## src/rtl/alu_pkg.sv

```systemverilog
// Shared encodings for the pipelined ALU: opcodes, FSM states and the default datapath width.
package alu_pkg;

  localparam int WIDTH_DEF = 32;

  typedef enum logic [2:0] {
    OP_AND = 3'b000,
    OP_OR  = 3'b001,
    OP_ADD = 3'b010,
    OP_MUL = 3'b011,
    OP_NOR = 3'b100,
    OP_XOR = 3'b101,
    OP_SUB = 3'b110,
    OP_SLT = 3'b111
  } op_e;

  typedef enum logic [1:0] {
    S_IDLE = 2'd0,
    S_MUL  = 2'd1,
    S_OUT  = 2'd2
  } state_e;

endpackage

```

## src/rtl/alu_mul_seq.sv

```systemverilog
// Sequential shift-add multiplier: one partial product per cycle over WIDTH cycles.
// Signed operands are multiplied as magnitudes and the result negated when the signs differ.
module alu_mul_seq
  import alu_pkg::*;
#(
  parameter int WIDTH = WIDTH_DEF
) (
  input  logic             clk,
  input  logic             reset,
  input  logic             start,
  input  logic [WIDTH-1:0] a,
  input  logic [WIDTH-1:0] b,
  input  logic             unsig,
  output logic             done,
  output logic [WIDTH-1:0] product,
  output logic             overflow
);

  localparam int CW = $clog2(WIDTH);

  logic [2*WIDTH-1:0] mcand_q, mcand_d, acc_q, acc_d, acc_step, full_s;
  logic [WIDTH-1:0]   mplier_q, mplier_d, mag_a, mag_b;
  logic [CW-1:0]      cnt_q, cnt_d;
  logic               busy_q, busy_d, neg_q, neg_d, unsig_q, unsig_d;

  always_comb begin
    mag_a    = (!unsig && a[WIDTH-1]) ? -a : a;
    mag_b    = (!unsig && b[WIDTH-1]) ? -b : b;
    mcand_d  = mcand_q;
    mplier_d = mplier_q;
    acc_d    = acc_q;
    cnt_d    = cnt_q;
    busy_d   = busy_q;
    neg_d    = neg_q;
    unsig_d  = unsig_q;
    acc_step = acc_q + (mplier_q[0] ? mcand_q : '0);
    // done is raised during the final step so the caller can capture acc_step directly
    done     = busy_q && (cnt_q == CW'(WIDTH - 1));
    if (start) begin
      mcand_d  = {{WIDTH{1'b0}}, mag_a};
      mplier_d = mag_b;
      acc_d    = '0;
      cnt_d    = '0;
      busy_d   = 1'b1;
      neg_d    = !unsig && (a[WIDTH-1] ^ b[WIDTH-1]);
      unsig_d  = unsig;
    end else if (busy_q) begin
      acc_d    = acc_step;
      mcand_d  = mcand_q << 1;
      mplier_d = mplier_q >> 1;
      cnt_d    = done ? '0 : cnt_q + CW'(1);
      busy_d   = !done;
    end
    full_s   = neg_q ? -acc_step : acc_step;
    product  = full_s[WIDTH-1:0];
    overflow = unsig_q ? |acc_step[2*WIDTH-1:WIDTH]
                       : (full_s[2*WIDTH-1:WIDTH] != {WIDTH{full_s[WIDTH-1]}});
  end

  always_ff @(posedge clk) begin
    if (reset) begin
      mcand_q  <= '0;
      mplier_q <= '0;
      acc_q    <= '0;
      cnt_q    <= '0;
      busy_q   <= 1'b0;
      neg_q    <= 1'b0;
      unsig_q  <= 1'b0;
    end else begin
      mcand_q  <= mcand_d;
      mplier_q <= mplier_d;
      acc_q    <= acc_d;
      cnt_q    <= cnt_d;
      busy_q   <= busy_d;
      neg_q    <= neg_d;
      unsig_q  <= unsig_d;
    end
  end

endmodule

```

## src/rtl/alu_pipe.sv

```systemverilog
// Single-stage ALU with valid/ready handshake, sticky overflow and an optional iterative multiplier.
// Define ALU_PIPE_MUL_EN to build the multiplier; otherwise op MUL returns zero in one cycle.
module alu_pipe
  import alu_pkg::*;
#(
  parameter int WIDTH = WIDTH_DEF
) (
  input  logic             clk,
  input  logic             reset,
  input  logic             in_valid,
  output logic             in_ready,
  input  logic [WIDTH-1:0] a,
  input  logic [WIDTH-1:0] b,
  input  logic [2:0]       op,
  input  logic             unsig,
  output logic             out_valid,
  input  logic             out_ready,
  output logic [WIDTH-1:0] aluout,
  output logic             overflow,
  output logic             compout,
  output logic             ovf_sticky,
  input  logic             ovf_clear
);

  state_e           state_q, state_d;
  logic [WIDTH-1:0] aluout_q, aluout_d, res, diff;
  logic [WIDTH:0]   sum;
  logic             overflow_q, overflow_d, compout_q, compout_d, sticky_q, sticky_d;
  logic             res_ovf, lt, accept;
  op_e              op_s;

  assign op_s       = op_e'(op);
  assign in_ready   = (state_q == S_IDLE) || ((state_q == S_OUT) && out_ready);
  assign out_valid  = (state_q == S_OUT);
  assign accept     = in_valid && in_ready;
  assign aluout     = aluout_q;
  assign overflow   = overflow_q;
  assign compout    = compout_q;
  assign ovf_sticky = sticky_q;

`ifdef ALU_PIPE_MUL_EN
  logic             mul_start, mul_done, mul_ovf;
  logic [WIDTH-1:0] mul_product;

  alu_mul_seq #(.WIDTH(WIDTH)) u_mul (
    .clk      (clk),
    .reset    (reset),
    .start    (mul_start),
    .a        (a),
    .b        (b),
    .unsig    (unsig),
    .done     (mul_done),
    .product  (mul_product),
    .overflow (mul_ovf)
  );
`endif

  always_comb begin
    sum     = {1'b0, a} + {1'b0, b};
    diff    = a - b;
    lt      = unsig ? (a < b) : ($signed(a) < $signed(b));
    res     = '0;
    res_ovf = 1'b0;
    case (op_s)
      OP_AND: res = a & b;
      OP_OR:  res = a | b;
      OP_NOR: res = ~(a | b);
      OP_XOR: res = a ^ b;
      OP_ADD: begin
        res     = sum[WIDTH-1:0];
        res_ovf = unsig ? sum[WIDTH]
                        : (a[WIDTH-1] == b[WIDTH-1]) && (sum[WIDTH-1] != a[WIDTH-1]);
      end
      OP_SUB: begin
        res     = diff;
        res_ovf = unsig ? (a < b)
                        : (a[WIDTH-1] != b[WIDTH-1]) && (diff[WIDTH-1] != a[WIDTH-1]);
      end
      OP_SLT: res = {{(WIDTH-1){1'b0}}, lt};
      default: ;
    endcase
  end

  always_comb begin
    state_d    = state_q;
    aluout_d   = aluout_q;
    overflow_d = overflow_q;
    compout_d  = compout_q;
`ifdef ALU_PIPE_MUL_EN
    mul_start  = 1'b0;
`endif
    case (state_q)
      S_IDLE, S_OUT: begin
        if (accept) begin
          compout_d = lt;
`ifdef ALU_PIPE_MUL_EN
          if (op_s == OP_MUL) begin
            state_d   = S_MUL;
            mul_start = 1'b1;
          end else
`endif
          begin
            state_d    = S_OUT;
            aluout_d   = res;
            overflow_d = res_ovf;
          end
        end else if ((state_q == S_OUT) && out_ready) begin
          state_d = S_IDLE;
        end
      end
      S_MUL: begin
`ifdef ALU_PIPE_MUL_EN
        if (mul_done) begin
          state_d    = S_OUT;
          aluout_d   = mul_product;
          overflow_d = mul_ovf;
        end
`else
        state_d = S_IDLE;
`endif
      end
      default: state_d = S_IDLE;
    endcase
    // a new overflow beats a simultaneous clear so no event is lost
    sticky_d = (out_valid && out_ready && overflow_q) ? 1'b1 :
               ovf_clear                              ? 1'b0 : sticky_q;
  end

  always_ff @(posedge clk) begin
    if (reset) begin
      state_q    <= S_IDLE;
      aluout_q   <= '0;
      overflow_q <= 1'b0;
      compout_q  <= 1'b0;
      sticky_q   <= 1'b0;
    end else begin
      state_q    <= state_d;
      aluout_q   <= aluout_d;
      overflow_q <= overflow_d;
      compout_q  <= compout_d;
      sticky_q   <= sticky_d;
    end
  end

endmodule

```

## config.mk

```make
export PLATFORM = sky130hd
export DESIGN_NAME = alu_pipe
export DESIGN_NICKNAME = d
export VERILOG_FILES = /design/src/rtl/alu_pkg.sv /design/src/rtl/alu_mul_seq.sv /design/src/rtl/alu_pipe.sv
export SDC_FILE = /design/constraint.sdc
export NUM_CORES = 1
export LEC_CHECK = 0
export CAP_MARGIN = 20
export CORE_MARGIN = 2
export CORE_UTILIZATION = 35
export CTS_CLUSTER_SIZE = 14
export DETAILED_ROUTE_END_ITERATION = 6
export GPL_TIMING_DRIVEN = 0
export PLACE_DENSITY_LB_ADDON = 0.2
export SYNTH_ARGS = -nofsm -noshare
export SYNTH_HDL_FRONTEND = slang
export SYNTH_SLANG_ARGS = --single-unit
```

## constraint.sdc

```tcl
create_clock -name clk -period 3.7 [get_ports clk]
set_input_delay 0.37 -clock clk [delete_from_list [all_inputs] [get_ports clk]]
set_output_delay 0.37 -clock clk [all_outputs]
set_load 0.03 [all_outputs]
```

==> metrics.txt <==
status finished, final reports clean; Setup CP Type in2reg; CP arrival 3.73 ns; area of the multi-input gates 5648 sq um; # IOs 110; Mean Syn Cell Area 6.910 sq um; initial DRC count 855; CP Capture Type flip-flop; full die area 21050 sq um; antenna diode count 0; switching power 986.1 uW; fill count 2103; htree depth 2; Slew Viols, Final 0; M2 GR Usage 41.26%; initial antenna violation count 0; largest net degree at the start of global routing 11; total leakage power 0.003675 uW; Max-slew headroom 20.17%; Syn Inst Count 1008; Comb pwr share 57.7%; Clock Path Buffers 2; reg2reg start state_q[1]; ys flop type dfxtp_1; Max Clock Freq 278.1 MHz; Syn. warnings 0; syn nets 1182; Clock power frac 22.2%; DR vias 8139; number of cell rows 51; RD Place Congestion 0.9907; HP Start aluout[19]; Cells on Worst Hold Path 2; share of cells above drive strength 1 5.133%; fin crit period 3.596 ns; Post-CTS Hold Buffers 0; Port Buffers 107; Synth cell types 69; internal power 1165 uW; Seq cells post-synth 36; Hold WS 0.4555 ns; Hold EP aluout[19]; Yosys top cell by area ha_1; Post-synth EDFFs 0; GRT Util Overall 26.90%; DRT Wirelength 29270 microns; Starting Density 35.67%; clock latency at the later pin of the worst-skew pair 0.31 ns; Mapped Area 6965 sq um; post-route antenna net violation count 0; GR Util met1 37.46%; final setup violating endpoints 0; area delta synth->final 24.41%; WL/cell 20.98 microns; post-synth top area share 17.78%; Final period util 97.20%; asr flop ratio synth 0%; top post-synthesis cells by area ha_1 18%, dfxtp_1 10%, a21oi_1 7.6%, mux2i_1 6.2%, inv_1 5.9%; R2R depth 8; Core Region 19530 sq um; Via-to-Cell Ratio 5.834; Place WS -0.6166 ns; die height 145.1 microns; final worst slack 0.1035 ns; # DRC 0; first-pass GRT wire length 44370 microns; CP Max Fanout 4; register share of total power 20.1%; clk slew on worst S/H paths 0.06 ns; required time worst endpoint 3.84 ns; Sink Count 36; Final Hold Vio Count 0; skew final 0.01322 ns; number of global-route vias before repair 7526; Switching Fraction 45.83%; CP Launch Type input port; TritonCTS Buffers 5; Hold Crit Class reg2reg; sequential area share after synthesis 10.35%; Die W 145.1 microns; GR peak layer met2; maximum VDD drop 0.1600 mV; clock root buffer clkbuf_16; Least-Margin Pin Slew 1.197 ns; GR Overflow Total 0; FF-to-FF End aluout[14]; TritonRoute pass-1 iters 5; Pwr Density 248.3 nW/um^2; TritonCTS clock tree done; grt met3 use 5.597%; r2r setup slk 1.16 ns; Nets 1303; post-DP HPWL 22370 microns; Max Cap Violations 0; FF/Latch Area 720.7 sq um
[placed cells by master, fill, tap and decap left out, types with 6 or more instances in the layout]
cell	instances
a211oi_1	20
a21o_1	15
a21oi_1	104
a22oi_1	21
a31oi_1	13
and2_1	7
and3_1	7
buf_1	8
buf_2	10
clkbuf_1	50
clkdlybuf4s50_1	107
dfxtp_1	36
ha_1	99
inv_1	109
mux2i_1	43
nand2_1	72
nand2b_1	10
nand3_1	13
nand4_1	11
nor2_1	88
nor2b_1	15
nor3_1	24
nor4_1	9
o211ai_1	21
o21a_1	6
o21ai_0	46
o21bai_1	13
o22ai_1	18
xnor2_1	23
[Yosys cell counts (14+ instances only)]
cell type  count
nor3_1        25
a211oi_1      21
a21oi_1      106
o211ai_1      21
mux2i_1       43
o22ai_1       18
dfxtp_1       36
a31oi_1       15
nor2_1        88
ha_1          99
a22oi_1       21
xnor2_1       23
o21ai_0       46
clkbuf_1      48
inv_1        109
nand2_1       72
a21o_1        15
o21bai_1      14
nor2b_1       15
[registers in the layout, summed over array words and instances (netlist names)]
signal,cells
aluout,32
compout,1
overflow,1
ovf_sticky,1
state_q,1
[area by class of cell]
type / count / share of cell area, %
sequential: 36 / 8.316
tap: 265 / 3.826
multi-input combinational: 795 / 65.17
timing repair buffer: 114 / 13.10
inverter: 110 / 4.765
clock buffer: 8 / 1.689
buffer: 67 / 3.133
[metrics by stage]
step / std cells / total power, uW / setup TNS [ns] / instance area (sq um) / utilization, %
floorplan: 1008 / 1206 / 0 / 6965 / -
global placement: 1380 / 1619 / -3.852 / 8368 / 42.86
detailed placement: 1380 / 1619 / -3.801 / 8368 / 42.86
CTS: 1388 / 2110 / 0 / 8548 / 43.78
global route: 1395 / 2273 / -0.009233 / 8666 / 44.38
finish: 1395 / 2152 / 0 / 8666 / 44.38
[power by group through the flow]
| stage | registers [uW] | logic, uW | clock network (uW) |
|---|---|---|---|
| final | 434 | 1240 | 477 |
| after global routing | 437 | 1340 | 497 |
| after CTS | 434 | 1190 | 484 |
| after detailed placement | 442 | 1180 | 0 |
| after global placement | 442 | 1180 | 0 |
| after floorplan | 493 | 713 | 0 |
[worst max path at each step]
stage	startpoint	end	slack [ns]
6_report	a[0]	compout	0.10
5_1_grt	a[0]	aluout[0]	-0.009
4_1_cts	a[3]	overflow	0.005
3_5_place_dp	a[7]	aluout[30]	-0.62
3_3_place_gp	a[7]	aluout[30]	-0.65
2_1_floorplan	a[0]	aluout[0]	0.80
[critical path, cell delays in order]
cell and delay (ns):
clkdlybuf4s50_1 0.49, inv_1 0.06, ha_1 0.23, fa_2 0.38
o21bai_2 0.20, a2111oi_2 0.13, or4_4 0.48, a31oi_4 0.23
o21ai_2 0.14, o41ai_4 0.30, buf_4 0.19, a31oi_2 0.11
xnor2_1 0.29, a211oi_1 0.11
[kinds of logic (layout without fill, tap and decap cells)]
family,after synthesis,in the layout,share of synthesized area (%)
compound gates,344,344,32.42
xor+xnor,27,27,3.395
fa+ha+maj,101,101,18.36
buf+inv,177,299,9.826
flops,36,36,10.35
mux,47,47,6.826
simple gates,276,276,18.83
[timing repair]
item | CTS | global route
setup endpoints to repair | 7 | 11
resized for setup | 5 | 12
buffers inserted | 0 | 5
pin swaps | 0 | 4
[per-layer routing]
layer | vias to the layer above | wire [microns]
li1 | 3843 | -
met5 | - | 0
met1 | 3792 | 13050
met2 | 439 | 12470
met3 | 65 | 2633
met4 | 0 | 1119
No activity file was read; power rests on OpenSTA's default activity.
